### src/rtl/mem_bridge.sv
`timescale 1ns/1ps
`default_nettype none
//------------------------------------------------------------------------------
// Module   : mem_bridge
// Purpose  : Byte-addressed request port to a word SRAM, with unaligned split/merge and debug register
// Revision : 1.0
//------------------------------------------------------------------------------
module mem_bridge #(
   parameter int          RAM_AW     = 10,
   parameter logic [31:0] DEBUG_ADDR = 32'hFFFF_FFF0
) (
   input  logic              clk,
   input  logic              rst,
   input  logic              req_valid,
   output logic              req_ready,
   input  logic              req_write,
   input  logic [31:0]       req_addr,
   input  logic [31:0]       req_wdata,
   output logic              resp_valid,
   output logic [31:0]       resp_rdata,
   output logic [RAM_AW-1:0] ram_addr,
   output logic              ram_re,
   output logic              ram_we,
   output logic [3:0]        ram_be,
   output logic [31:0]       ram_wdata,
   input  logic [31:0]       ram_rdata,
   output logic [7:0]        debug_out
);

   typedef enum logic [2:0] {
      IDLE    = 3'd0,
      ACCESS0 = 3'd1,
      ACCESS1 = 3'd2,
      COLLECT = 3'd3,
      RESPOND = 3'd4
   } state_t;

   state_t            r_state;
   state_t            w_state_nx;

   // Latched request fields
   logic              r_write;
   logic              r_dbg;
   logic [1:0]        r_off;
   logic [RAM_AW-1:0] r_word;
   logic [31:0]       r_wdata;
   logic [31:8]       r_lo;

   // Registered outputs
   logic              r_req_ready;
   logic              r_resp_valid;
   logic [31:0]       r_resp_rdata;
   logic [RAM_AW-1:0] r_ram_addr;
   logic              r_ram_re;
   logic              r_ram_we;
   logic [3:0]        r_ram_be;
   logic [31:0]       r_ram_wdata;
   logic [7:0]        r_debug;

   // Next-state values
   logic              w_accept;
   logic              w_req_dbg;
   logic [1:0]        w_req_off;
   logic [RAM_AW-1:0] w_req_word;
   logic [3:0]        w_be_lo;
   logic [3:0]        w_be_hi;
   logic [31:0]       w_wdata_lo;
   logic [31:0]       w_wdata_hi;
   logic [31:0]       w_merge;
   logic              w_ready_nx;
   logic              w_rv_nx;
   logic [31:0]       w_rdata_nx;
   logic [RAM_AW-1:0] w_raddr_nx;
   logic              w_re_nx;
   logic              w_we_nx;
   logic [3:0]        w_be_nx;
   logic [31:0]       w_wdata_nx;
   logic [7:0]        w_debug_nx;
   logic [31:8]       w_lo_nx;

   assign w_accept   = req_valid && r_req_ready;
   assign w_req_dbg  = (req_addr == DEBUG_ADDR);
   assign w_req_off  = req_addr[1:0];
   assign w_req_word = req_addr[RAM_AW+1:2];

   // First word takes the low lanes shifted up; second word takes the spill-over lanes.
   assign w_be_lo    = 4'b1111 << w_req_off;
   assign w_wdata_lo = req_wdata << {w_req_off, 3'b000};
   assign w_be_hi    = 4'b1111 >> (3'd4 - {1'b0, r_off});
   assign w_wdata_hi = r_wdata >> (6'd32 - {1'b0, r_off, 3'b000});

   always_comb begin
      w_merge = ram_rdata;
      case (r_off)
         2'd1:    w_merge = {ram_rdata[7:0],  r_lo[31:8]};
         2'd2:    w_merge = {ram_rdata[15:0], r_lo[31:16]};
         2'd3:    w_merge = {ram_rdata[23:0], r_lo[31:24]};
         default: w_merge = ram_rdata;
      endcase
   end

   always_comb begin
      w_state_nx = r_state;
      w_ready_nx = 1'b0;
      w_rv_nx    = 1'b0;
      w_rdata_nx = r_resp_rdata;
      w_raddr_nx = r_ram_addr;
      w_re_nx    = 1'b0;
      w_we_nx    = 1'b0;
      w_be_nx    = 4'b0000;
      w_wdata_nx = r_ram_wdata;
      w_debug_nx = r_debug;
      w_lo_nx    = r_lo;

      case (r_state)
         IDLE, RESPOND: begin
            if (w_accept) begin
               w_state_nx = ACCESS0;
               if (!w_req_dbg) begin
                  w_raddr_nx = w_req_word;
                  if (req_write) begin
                     w_we_nx    = 1'b1;
                     w_be_nx    = w_be_lo;
                     w_wdata_nx = w_wdata_lo;
                  end else begin
                     w_re_nx    = 1'b1;
                  end
               end
            end else begin
               w_state_nx = IDLE;
            end
         end
         ACCESS0: begin
            if (r_dbg) begin
               w_state_nx = RESPOND;
               if (r_write) w_debug_nx = r_wdata[7:0];
               else         w_rdata_nx = {24'b0, r_debug};
            end else if (r_off == 2'd0) begin
               w_state_nx = r_write ? RESPOND : COLLECT;
            end else begin
               w_state_nx = ACCESS1;
               w_raddr_nx = r_word + 1'b1;
               if (r_write) begin
                  w_we_nx    = 1'b1;
                  w_be_nx    = w_be_hi;
                  w_wdata_nx = w_wdata_hi;
               end else begin
                  w_re_nx    = 1'b1;
               end
            end
         end
         ACCESS1: begin
            w_state_nx = r_write ? RESPOND : COLLECT;
            if (!r_write) w_lo_nx = ram_rdata[31:8];
         end
         COLLECT: begin
            w_state_nx = RESPOND;
            w_rdata_nx = w_merge;
         end
         default: w_state_nx = IDLE;
      endcase

      w_ready_nx = (w_state_nx == IDLE) || (w_state_nx == RESPOND);
      w_rv_nx    = (w_state_nx == RESPOND);
   end

   always_ff @(posedge clk) begin
      if (!rst) begin
         r_state      <= IDLE;
         r_write      <= 1'b0;
         r_dbg        <= 1'b0;
         r_off        <= 2'd0;
         r_word       <= '0;
         r_wdata      <= 32'd0;
         r_lo         <= 24'd0;
         r_req_ready  <= 1'b1;
         r_resp_valid <= 1'b0;
         r_resp_rdata <= 32'd0;
         r_ram_addr   <= '0;
         r_ram_re     <= 1'b0;
         r_ram_we     <= 1'b0;
         r_ram_be     <= 4'b0000;
         r_ram_wdata  <= 32'd0;
         r_debug      <= 8'hFF;
      end else begin
         r_state      <= w_state_nx;
         r_lo         <= w_lo_nx;
         r_req_ready  <= w_ready_nx;
         r_resp_valid <= w_rv_nx;
         r_resp_rdata <= w_rdata_nx;
         r_ram_addr   <= w_raddr_nx;
         r_ram_re     <= w_re_nx;
         r_ram_we     <= w_we_nx;
         r_ram_be     <= w_be_nx;
         r_ram_wdata  <= w_wdata_nx;
         r_debug      <= w_debug_nx;
         if (w_accept) begin
            r_write <= req_write;
            r_dbg   <= w_req_dbg;
            r_off   <= w_req_off;
            r_word  <= w_req_word;
            r_wdata <= req_wdata;
         end
      end
   end

   assign req_ready  = r_req_ready;
   assign resp_valid = r_resp_valid;
   assign resp_rdata = r_resp_rdata;
   assign ram_addr   = r_ram_addr;
   assign ram_re     = r_ram_re;
   assign ram_we     = r_ram_we;
   assign ram_be     = r_ram_be;
   assign ram_wdata  = r_ram_wdata;
   assign debug_out  = r_debug;

endmodule
`default_nettype wire

### config.mk
export PLATFORM = sky130hd
export DESIGN_NAME = mem_bridge
export DESIGN_NICKNAME = d
export VERILOG_FILES = /design/src/rtl/mem_bridge.sv
export SDC_FILE = /design/constraint.sdc
export NUM_CORES = 1
export LEC_CHECK = 0
export BUFFER_PORTS_ARGS = -buffer_cell sky130_fd_sc_hd__buf_2
export CAP_MARGIN = 20
export CORE_ASPECT_RATIO = 1.2
export CORE_MARGIN = 8
export CORE_UTILIZATION = 30
export CTS_BUF_LIST = sky130_fd_sc_hd__clkbuf_4
export DETAILED_ROUTE_END_ITERATION = 10
export HOLD_SLACK_MARGIN = 0.12
export MAX_ROUTING_LAYER = met4
export SYNTH_ARGS = -nofsm -noshare
export SYNTH_HDL_FRONTEND = slang
export SYNTH_SLANG_ARGS = --single-unit
### constraint.sdc
create_clock -name clk -period 6.8 [get_ports clk]
set_input_delay 1.36 -clock clk [delete_from_list [all_inputs] [get_ports clk]]
set_output_delay 1.36 -clock clk [all_outputs]
set_load 0.1 [all_outputs]
# --- Word-level counts from Yosys, hierarchy flattened ---
# Cells that the tools add are included.
word_totals:
  output_inout_bits: 90
  regBits: 163
  wordCells: 96
  input_bits: 100
classes:
  n_addsub: 3
  n_mux: 42
  reduce_logical: 13
  n_eq_ne: 17
  bitwise: 1
  shift: 4
op_table:
  columns: ["op", "n"]
  rows:
  - ["$mux 32", 8]
  - ["$pmux 32 s2", 2]
  - ["$pmux 32 s3", 1]
  - ["$mux 10", 4]
  - ["$eq 32x32->1 const B", 1]
  - ["$shl 32x5->32", 1]
  - ["$shr 32x6->32", 1]
  - ["$mux 4", 6]
  - ["$pmux 10 s2", 1]
  - ["$ne 2x2->1 const B", 8]
  - ["$mux 1", 13]
  - ["$pmux 3 s4", 1]
  - ["$add 10x1->10 const B", 1]
  - ["$mux 3", 3]
  - ["$pmux 4 s2", 1]
  - ["$reduce_and 7->1", 1]
  - ["$eq 3x2->1 const B", 2]
  - ["$eq 3x3->1 const B", 2]
  - ["$logic_not 3->1", 2]
  - ["$reduce_and 3->1", 2]
  - ["$sub 6x5->6 const A", 1]
  - ["$reduce_and 5->1", 1]
  - ["$eq 2x2->1 const B", 2]
  - ["$pmux 1 s2", 2]
  - ["12 further kinds", 13]

# --- Logic depth before layout (Yosys ltp) ---
# Gate-level depths: netlist of the first run.
logic_depth:
  depth_word: 6
  ltp_mapped: 10
  ltp_nobuf: 7

# --- Worst setup path after synthesis of the first run ---
# OpenSTA, ideal clock, no wires.
synth_timing:
  path_kind: "input -> register"
  from: "input req_addr[0]"
  to: "register r_ram_wdata[25] (netlist: ram_wdata[25])"
  arrival_ps: 2705
  path_slack_ps: 3978
  path_buffers: 3
  path_stages: 7
  cell_sequence: "clkbuf_1 -> clkbuf_1 -> buf_1 -> nand2_1 -> a32oi_1 -> o21ai_0 -> o211a_1"
synth_between:
  elab_chain_len: 5
synth_rtl:
  columns: ["element", "line", "text"]
  rows:
  - ["from (decl)", "17", "input logic [31:0] req_addr,"]
  - ["$shl 32x5->32", "88", "assign w_wdata_lo = req_wdata << {w_req_off, 3'b000};"]
  - ["$mux 32", "121", "if (req_write) begin"]
  - ["$mux 32", "119", "if (!w_req_dbg) begin"]
  - ["$mux 32", "117", "if (w_accept) begin"]
  - ["$pmux 32 s2", "115", "case (r_state)"]
  - ["to (signal assigned)", "195", "r_ram_wdata <= w_wdata_nx;"]
  - ["to (decl)", "57", "logic [31:0] r_ram_wdata;"]
# Several ways; a longest one is shown, not always the timed one. The select of a mux whose other input is x is not followed.
# A chain may end at the register's enable or synchronous reset.

# --- Worst setup path after layout of the first run ---
layout_timing:
  from: "input req_addr[0]"
  to: "register r_ram_wdata[22] (netlist: ram_wdata[22])"
# Same word-level chain as after synthesis.

==> results of run 1 <==
[layout make-up]
class                      instances  area (um^2)  area share (%)
multi-input combinational        741         4668           47.97
sequential                       163         3263           33.53
timing repair buffer             204         1081           11.11
tap                              340        425.4           4.372
clock inverter                    15        146.4           1.504
clock buffer                      17        127.6           1.312
inverter                           3        11.26          0.1157
antenna                            3        7.507         0.07715
[routing by layer]
metal / global-route usage (%) / share of wire, %
met1: 20.63 / 43
met2: 27.37 / 48
met3: 3.387 / 6.5
met4: 5.662 / 2.4
met5: - / 0
[power breakdown]
part | total, mW | leakage [nW] | switching (mW) | internal [mW]
Combinational | 1.33 | 2.72 | 1.02 | 0.312
Sequential | 1.19 | 1.33 | 0.105 | 1.09
Clock | 0.577 | 0.145 | 0.386 | 0.191
Total | 3.10 | 4.19 | 1.51 | 1.59
[cell families after synthesis]
family / after synthesis
adders and majority gates: 6
buffers and inverters: 97
AOI/OAI and AO/OA: 316
muxes: 58
and+or+nand+nor: 353
DFF: 163
xor gates and xnor gates: 8
[per-stage QoR]
step / cell area [um^2] / util, %
final: 9731 / 35.82
after global placement: 9422 / 34.68
after floorplan: 8309 / -
after global routing: 9731 / 35.82
after CTS: 9696 / 35.69
after detailed placement: 9422 / 34.68
[critical path: stages]
cell and delay, ns:
buf_2 0.33, nand4bb_1 0.29, nor4_1 0.46, a21oi_2 0.11
buf_4 0.27, or2_1 0.35, buf_16 0.20, o211a_1 0.22
[sequential cells by signal, indices dropped and copies added, names as in the netlist]
signal	flops
debug_out	8
r_dbg	1
r_lo	24
r_off	2
r_state	3
r_wdata	32
r_word	10
r_write	1
ram_addr	10
ram_be	4
ram_re	1
ram_wdata	32
ram_we	1
req_ready	1
resp_rdata	32
resp_valid	1
[cells in the mapped netlist, types with 5 or more instances]
| master | count | area (um^2) |
|---|---|---|
| o221ai_1 | 8 | 70.07 |
| dfxtp_1 | 163 | 3263 |
| mux2_2 | 16 | 180.2 |
| a32oi_1 | 16 | 140.1 |
| a21oi_1 | 23 | 115.1 |
| a21boi_0 | 70 | 525.5 |
| a211o_1 | 8 | 70.07 |
| nand3_1 | 15 | 75.07 |
| nor2b_1 | 33 | 206.5 |
| clkbuf_1 | 74 | 277.8 |
| buf_1 | 6 | 22.52 |
| a222oi_1 | 32 | 320.3 |
| mux2i_1 | 42 | 420.4 |
| buf_2 | 9 | 45.04 |
| ha_1 | 6 | 75.07 |
| o21ai_0 | 72 | 360.4 |
| a22oi_1 | 33 | 247.7 |
| nand2_1 | 249 | 934.7 |
| o22ai_1 | 8 | 50.05 |
| xnor2_1 | 6 | 52.55 |
| nor2_1 | 18 | 67.56 |
| o211a_1 | 32 | 320.3 |
| o21a_1 | 5 | 37.54 |
| nand4_1 | 9 | 56.30 |
[worst max-delay path by stage]
stage | start | end | cells after the start
finish | req_addr[0] | ram_wdata[22] | 8
global route | req_addr[0] | ram_wdata[18] | 8
CTS | req_addr[1] | ram_wdata[22] | 7
detailed placement | req_addr[0] | ram_wdata[22] | 7
global placement | req_addr[1] | ram_wdata[12] | 7
floorplan | req_addr[0] | ram_wdata[25] | 7
==> results.yml, run 1 <==
critical_path:
  crit_path_end_kind: "register"
  cp.arrival_ns: 3.62
  rr_endpoint: "ram_wdata[22]"
  r2r_setup_slack_ns: 3.92
  reg2reg_depth: 7
  worstSetupPathType: "primary input to register"
  cp.required_ns: 7.29
  cp-start-kind: "primary input"
  cp_max_fo: 38
  r2r_start: "r_off[0]"
pwr:
  power_leakage_nw: 4.189
  ir_worst_vdd_mv: 0.2254
  p_total_mw: 3.100
  cellPowerDensity_nw_per_um2: 318.6
sta:
  skew_ns: 0.02899
  period_needed_ns: 3.136
  min_period_over_period_pct: 46.11
  drv_slew: 0
  rsz0062_at_grt: "no"
  setup-violations-final: 0
  clock.fmax_mhz: 318.9
  hold_viol_final: 0
  fin_setup_tns_ns: 0
  worstMarginPinSlew_ns: 1.095
  worst_slack_ns: 3.664
  slew_headroom_pct: 26.46
  whs_ns: 0.4633
layout:
  layout-drive-gt1-share_pct: 22.92
  final_common_cell: "nand2_1"
  num-nets-final: 1236
  final_cell_mix: "nand2_1 (249), buf_2 (188), dfxtp_1 (163), o21ai_0 (72), a21boi_0 (70)"
  n_fill_cell: 2848
  fin_cells: 1486
  area_growth_pct: 17.11
route:
  wl_mm: 28.16
  routed_via_density: 5.404
  firstDrtPassIters: 10
  antenna_left: 0
  via_count: 8031
  drt_iter0_markers: 1172
  routedWlPerCell_um: 18.95
  drc: 0
clock_tree:
  cts_num_sinks: 163
  cts_buffers: 17
  clkSlewWorstSetupHoldPaths_ns: 0.14
  cts_hold_buf: 0
  root_buffer: "clkbuf_4"
  cts_resized: 0
  cts_setup_buffers: 0
  clock_path_buffers: 2
  cts_tree: "built"
  htreeDepth: 4
  worstSkewPairLatency_ns: 0.59
floorplan:
  dieWidth_um: 167.9
  die_height_um: 198.3
  start_util_pct: 30.58
  die_area_um2: 33300
  num_rows: 66
  coreArea_um2: 27170
  io_pins: 190
flow_run:
  cap_viol_max_count: 0
global_routing:
  overflow: 0
  antenna_found_initial: 3
  grt_pass1_wl_mm: 43.23
  grt_use_total_pct: 16.85
  grt_max_degree: 97
  first_global_vias: 7700
yosys:
  ys_async_sr_fraction_pct: 0
  ys_types: 52
  synth_top_family_by_area: "compound AO/OA/AOI/OAI gates"
  yosysWarnings: 0
  synth-edff-count: 0
  muxShareOfSynthArea_pct: 7.228
  synth-compound-area-share_pct: 27.96
  syn_nets: 1107
  ys_ff_latch: 163
  ys.flop_type: "dfxtp_1"
  synth_area_um2: 8309
  synth_xor_area_share_pct: 0.8432
  synth_simple_gate_area_share_pct: 18.94
  synthAdderAreaFrac_pct: 0.9035
  avgSynthCellArea_um2: 8.301
  synth-seq-area-share_pct: 39.27
  synthCells: 1001
placement:
  place_congestion: 0.9207
  dp.cells: 1450
  io_buffers: 189
  dp_hpwl_mm: 19.84
  dp_slack_ns: 2.796
hold_path:
  hp-class: "register to register"
  hp-start: "ram_addr[8]"
  hold_depth: 2
  min_to: "ram_addr[8]"
status:
  status: "finished, final reports clean"
No activity file was read; power rests on OpenSTA's default activity.
==> run 2, diff against run 1 <==
- clock period: 6.8 -> 2.54 ns (I/O delays scaled with it)
==> run 2 against run 1 <==
Critical path depth did not move; first-iteration DRC count fell by 34%; hold slack got worse by 0.29 ns; utilization rose by 0.93 points; global-route usage fell by 0.10 points; total power rose to 2.7 times the previous value; register-to-register slack got worse by 3.6 ns; largest power group unchanged.
==> results.yml, run 2 (synthesis results as in run 1) <==
layout:
  area.sequential_um2: 3263
  layout-drive-gt1-share_pct: 24.49
  fin_cells: 1514
  final_cell_mix: "nand2_1 (249), buf_2 (188), dfxtp_1 (163), o21ai_0 (72), a21boi_0 (70)"
  area_growth_pct: 20.13
  n_fill_cell: 2817
  stdcell_area_um2: 9982
  post-route-util_pct: 36.74
  multi_input_area_um2: 4668
  final_common_cell: "nand2_1"
  num-nets-final: 1261
critical_path:
  crit_chain: "inv_1 > ha_1 > buf_12 > mux2i_1 > o22ai_1 > a22oi_1 > o21ai_0 > o211a_1"
  crit_family: "compound AO/OA/AOI/OAI gates"
  cp.required_ns: 3.00
  reg2reg_depth: 8
  cp_max_fo: 26
  crit_path_end_kind: "register"
  r2r_setup_slack_ns: 0.35
  cp_num_buf_inv: 2
  slowest_delay_ns: 0.42
  worstSetupPathType: "register to register"
  rr_endpoint: "ram_wdata[13]"
  r2r_start: "r_off[1]"
  cp.arrival_ns: 2.66
  cp-start-kind: "register"
  slowest_stage: "dfxtp_1"
placement:
  dp_hpwl_mm: 20.49
  dp.cells: 1475
  place_area_um2: 9659
  place_congestion: 0.9020
  io_buffers: 189
sta:
  skew_ns: 0.03066
  clock.fmax_mhz: 456.5
  fin_setup_tns_ns: 0
  worstMarginPinSlew_ns: 0.6649
  period_needed_ns: 2.191
  drv_slew: 0
  rsz0062_at_grt: "no"
  hold_viol_final: 0
  slew_headroom_pct: 55.51
  min_period_over_period_pct: 86.25
  setup-violations-final: 0
global_routing:
  grt_use_total_pct: 16.74
  overflow: 0
  grt_max_degree: 86
  first_global_vias: 7753
  antenna_found_initial: 6
  grt_pass1_wl_mm: 43.35
clock_tree:
  clock_path_buffers: 2
  worstSkewPairLatency_ns: 0.57
  htreeDepth: 4
  cts_buffers: 17
  cts_tree: "built"
  clkSlewWorstSetupHoldPaths_ns: 0.17
  cts_num_sinks: 163
  root_buffer: "clkbuf_4"
pwr:
  ir_worst_vdd_mv: 0.5627
  swShare_pct: 47.83
  power.net_switching_mw: 4.065
  cellPowerDensity_nw_per_um2: 851.4
  internal_power_mw: 4.434
  pwr-share-comb_pct: 42.8
  p_total_mw: 8.499
  pwr-share-clk_pct: 19.6
  seqPwrFrac_pct: 37.7
  power_leakage_nw: 4.332
route:
  routed_via_density: 5.330
  drc: 0
  routedWlPerCell_um: 18.52
  drt_iter0_markers: 773
  antenna_left: 0
  via_count: 8070
  firstDrtPassIters: 9
  wl_mm: 28.03
hold_path:
  min_to: "r_lo[30]"
  hp-start: "ram_rdata[30]"
  hp-class: "primary input to register"
  hold_depth: 3
floorplan:
  coreArea_um2: 27170
  start_util_pct: 30.58
  io_pins: 190
  die_height_um: 198.3
  num_rows: 66
  dieWidth_um: 167.9
  die_area_um2: 33300
status:
  status: "finished, final reports clean"
flow_run:
  cap_viol_max_count: 0
[run 2: cell count changes in the layout (fill, tap and decap cells not counted), sizes merged]
cell	previous run	this run
diode	3	6
inv	9	10
bufinv	1	2
buf	204	228
clkinv	6	4
dlygate4sd3	0	1
[run 2: cell type report]
type | instances | area share [%]
Tap cell | 340 | 4.262
Sequential cell | 163 | 32.69
Antenna cell | 6 | 0.1504
Multi-Input combinational cell | 741 | 46.77
Timing Repair Buffer | 229 | 13.04
Clock inverter | 15 | 1.705
Clock buffer | 17 | 1.279
Inverter | 3 | 0.1128
[run 2: power groups by stage]
stage | clock network (mW) | logic [mW] | registers (mW)
2_1_floorplan | 0 | 1.42 | 4.55
3_3_place_gp | 0 | 3.62 | 3.25
3_5_place_dp | 0 | 3.64 | 3.25
4_1_cts | 1.72 | 3.64 | 3.20
5_1_grt | 1.83 | 3.86 | 3.24
6_report | 1.66 | 3.63 | 3.20
[run 2: worst max path at each step]
stage / startpoint / to / slack, ns / depth (start not counted)
after global placement: req_addr[3] / ram_wdata[13] / 0.14 / 8
after floorplan: r_off[0] / ram_wdata[13] / 0.002 / 10
after detailed placement: req_addr[3] / ram_wdata[11] / 0.16 / 8
after CTS: r_off[1] / ram_wdata[13] / 0.38 / 8
final: r_off[1] / ram_wdata[13] / 0.35 / 8
after global routing: r_off[1] / ram_wdata[13] / 0.20 / 8
[run 2: timing repair]
action | CTS | global route
setup buffers | 0 | 0
hold buffers | 0 | 1
resized for setup | 0 | 0
hold endpoints to repair | 0 | 1
[run 2: layer usage]
metal  up-vias  wire, um  global-route usage (%)  share of wire (%)
li1       3936         -                       -                  -
met1      3760     12210                   20.41                 44
met2       328     13340                   26.84                 48
met3        46      1712                   3.327                6.1
met4         0       771                   6.722                2.8
met5         -         0                       -                  0
[run 2: worst reg2reg max path, delay by kind of cell, from the launching register on]
family,cells,cell delay [ns]
buffers and inverters,2,0.32
AOI/OAI and AO/OA,4,0.66
DFF,1,0.42
adders and majority gates,1,0.33
muxes,1,0.37
[run 2: through the flow]
| step | hold WS (ns) | setup slack, ns |
|---|---|---|
| finish | 0.1719 | 0.3492 |
| global route | 0.1242 | 0.1950 |
| CTS | 0.1203 | 0.3755 |
| detailed placement | 0.4500 | 0.1601 |
| global placement | 0.4444 | 0.1438 |
| floorplan | 0.4428 | 0.001879 |
==> run 3, diff against run 2 <==
- MAX_ROUTING_LAYER: met4 -> not set
==> run 3 against run 2 <==
Clock skew is 0.0020 ns lower; final cell count fell by 0.13%; sequential power is essentially flat; critical path type unchanged; utilization about the same; highest routed layer is now met5; fmax grew 1.1%; via count grew 0.62%; count of clock-buffer cells in the layout stayed put; flip-flop and latch count stayed put; first-iteration DRC count fell by 6.9%; design area is essentially flat.
==> results.yml, run 3 (synthesis results as in run 1) <==
sta:
  fin_setup_tns_ns: 0
  hold_viol_final: 0
  drv_slew: 0
  rsz0062_at_grt: "no"
  skew_ns: 0.02866
  slew_headroom_pct: 56.46
  whs_ns: 0.1739
  setup-violations-final: 0
  clock.fmax_mhz: 461.5
  min_period_over_period_pct: 85.31
  worstMarginPinSlew_ns: 0.6507
  worst_slack_ns: 0.3730
  period_needed_ns: 2.167
placement:
  place_area_um2: 9659
  io_buffers: 189
  dp_hpwl_mm: 20.49
  dp_slack_ns: 0.1601
  place_congestion: 0.8872
critical_path:
  cp-start-kind: "register"
  cp_max_fo: 26
  crit_path_end_kind: "register"
  slowest_stage: "dfxtp_1"
  worstSetupPathType: "register to register"
  slowest_delay_ns: 0.41
  cp.required_ns: 3.00
  cp.arrival_ns: 2.63
  crit_chain: "inv_1 > ha_1 > buf_12 > mux2i_1 > o22ai_1 > a22oi_1 > o21ai_0 > o211a_1"
  crit_start: "r_off[1]"
  r2r_start: "r_off[1]"
clock_tree:
  cts_buffers: 17
  cts_tree: "built"
  cts_num_sinks: 163
  cts_resized: 0
  clock_path_buffers: 2
  cts_hold_buf: 0
  clkSlewWorstSetupHoldPaths_ns: 0.17
  worstSkewPairLatency_ns: 0.57
  htreeDepth: 4
  root_buffer: "clkbuf_4"
  cts_setup_buffers: 0
global_routing:
  first_global_vias: 7756
  grt_max_degree: 86
  antenna_found_initial: 6
  grt_pass1_wl_mm: 43.38
  grt_use_total_pct: 16.26
  overflow: 0
route:
  routedWlPerCell_um: 18.62
  firstDrtPassIters: 8
  drc: 0
  wl_mm: 28.16
  drt_iter0_markers: 720
  route.met2.wl_mm: 13.46
  wl_met1_mm: 11.90
  highest_layer: "met5"
  routed_via_density: 5.370
  antenna_left: 0
  met3_length_mm: 1.943
  via_count: 8120
layout:
  num-nets-final: 1261
  final_common_cell: "nand2_1"
  layout-drive-gt1-share_pct: 24.49
  post-route-util_pct: 36.72
  area_growth_pct: 20.07
  final_cell_mix: "nand2_1 (249), buf_2 (188), dfxtp_1 (163), o21ai_0 (72), a21boi_0 (70)"
  n_fill_cell: 2817
  stdcell_area_um2: 9977
pwr:
  cellPowerDensity_nw_per_um2: 851.1
  ir_worst_vdd_mv: 0.5615
  power_leakage_nw: 4.332
hold_path:
  hp-start: "ram_rdata[30]"
  hp-class: "primary input to register"
floorplan:
  coreArea_um2: 27170
  num_rows: 66
  die_area_um2: 33300
  io_pins: 190
  dieWidth_um: 167.9
  start_util_pct: 30.58
  die_height_um: 198.3
flow_run:
  cap_viol_max_count: 0
status:
  status: "finished, final reports clean"
run 3: final timing paths:
path / to / slack [ns] / cells past startpoint
max: ram_wdata[13] / 0.37 / 8
max reg2reg: ram_wdata[13] / 0.37 / 8
min: r_lo[30] / 0.17 / 3
min reg2reg: ram_addr[2] / 0.47 / 2
run 3: final cells by class:
type	count	area, um^2	area share, %
diodes	4	10.01	0.1003
clock buffers	17	127.6	1.279
clock inverters	15	170.2	1.706
inverters	3	11.26	0.1129
multi-input cells	741	4668	46.79
flip-flops and latches	163	3263	32.71
well taps	340	425.4	4.264
repair buffers	229	1301	13.04
run 3: metal layers:
layer  GRT usage (%)  vias up
li1                -     3931
met1           20.04     3791
met2           26.85      340
met3           4.025       54
met4           6.457        4
met5               0        -
run 3: power by group:
part	switching [mW]	total (mW)	internal, mW
sequential	0.293	3.20	2.91
clock	1.04	1.66	0.616
combinational	2.72	3.63	0.909
total	4.06	8.49	4.43
run 3: metrics by stage:
stage / total power, mW / std cells
after floorplan: 5.972 / 1001
after global placement: 6.869 / 1475
after detailed placement: 6.892 / 1475
after CTS: 8.562 / 1507
after global routing: 8.940 / 1512
final: 8.491 / 1512
run 3: critical path, delay by kind of cell (launching register included):
family	cells	cell delay, ns
AO/OA/AOI/OAI	4	0.66
adder cells (fa/ha/maj)	1	0.33
buffers and inverters	2	0.32
flip-flops	1	0.41
multiplexers	1	0.34
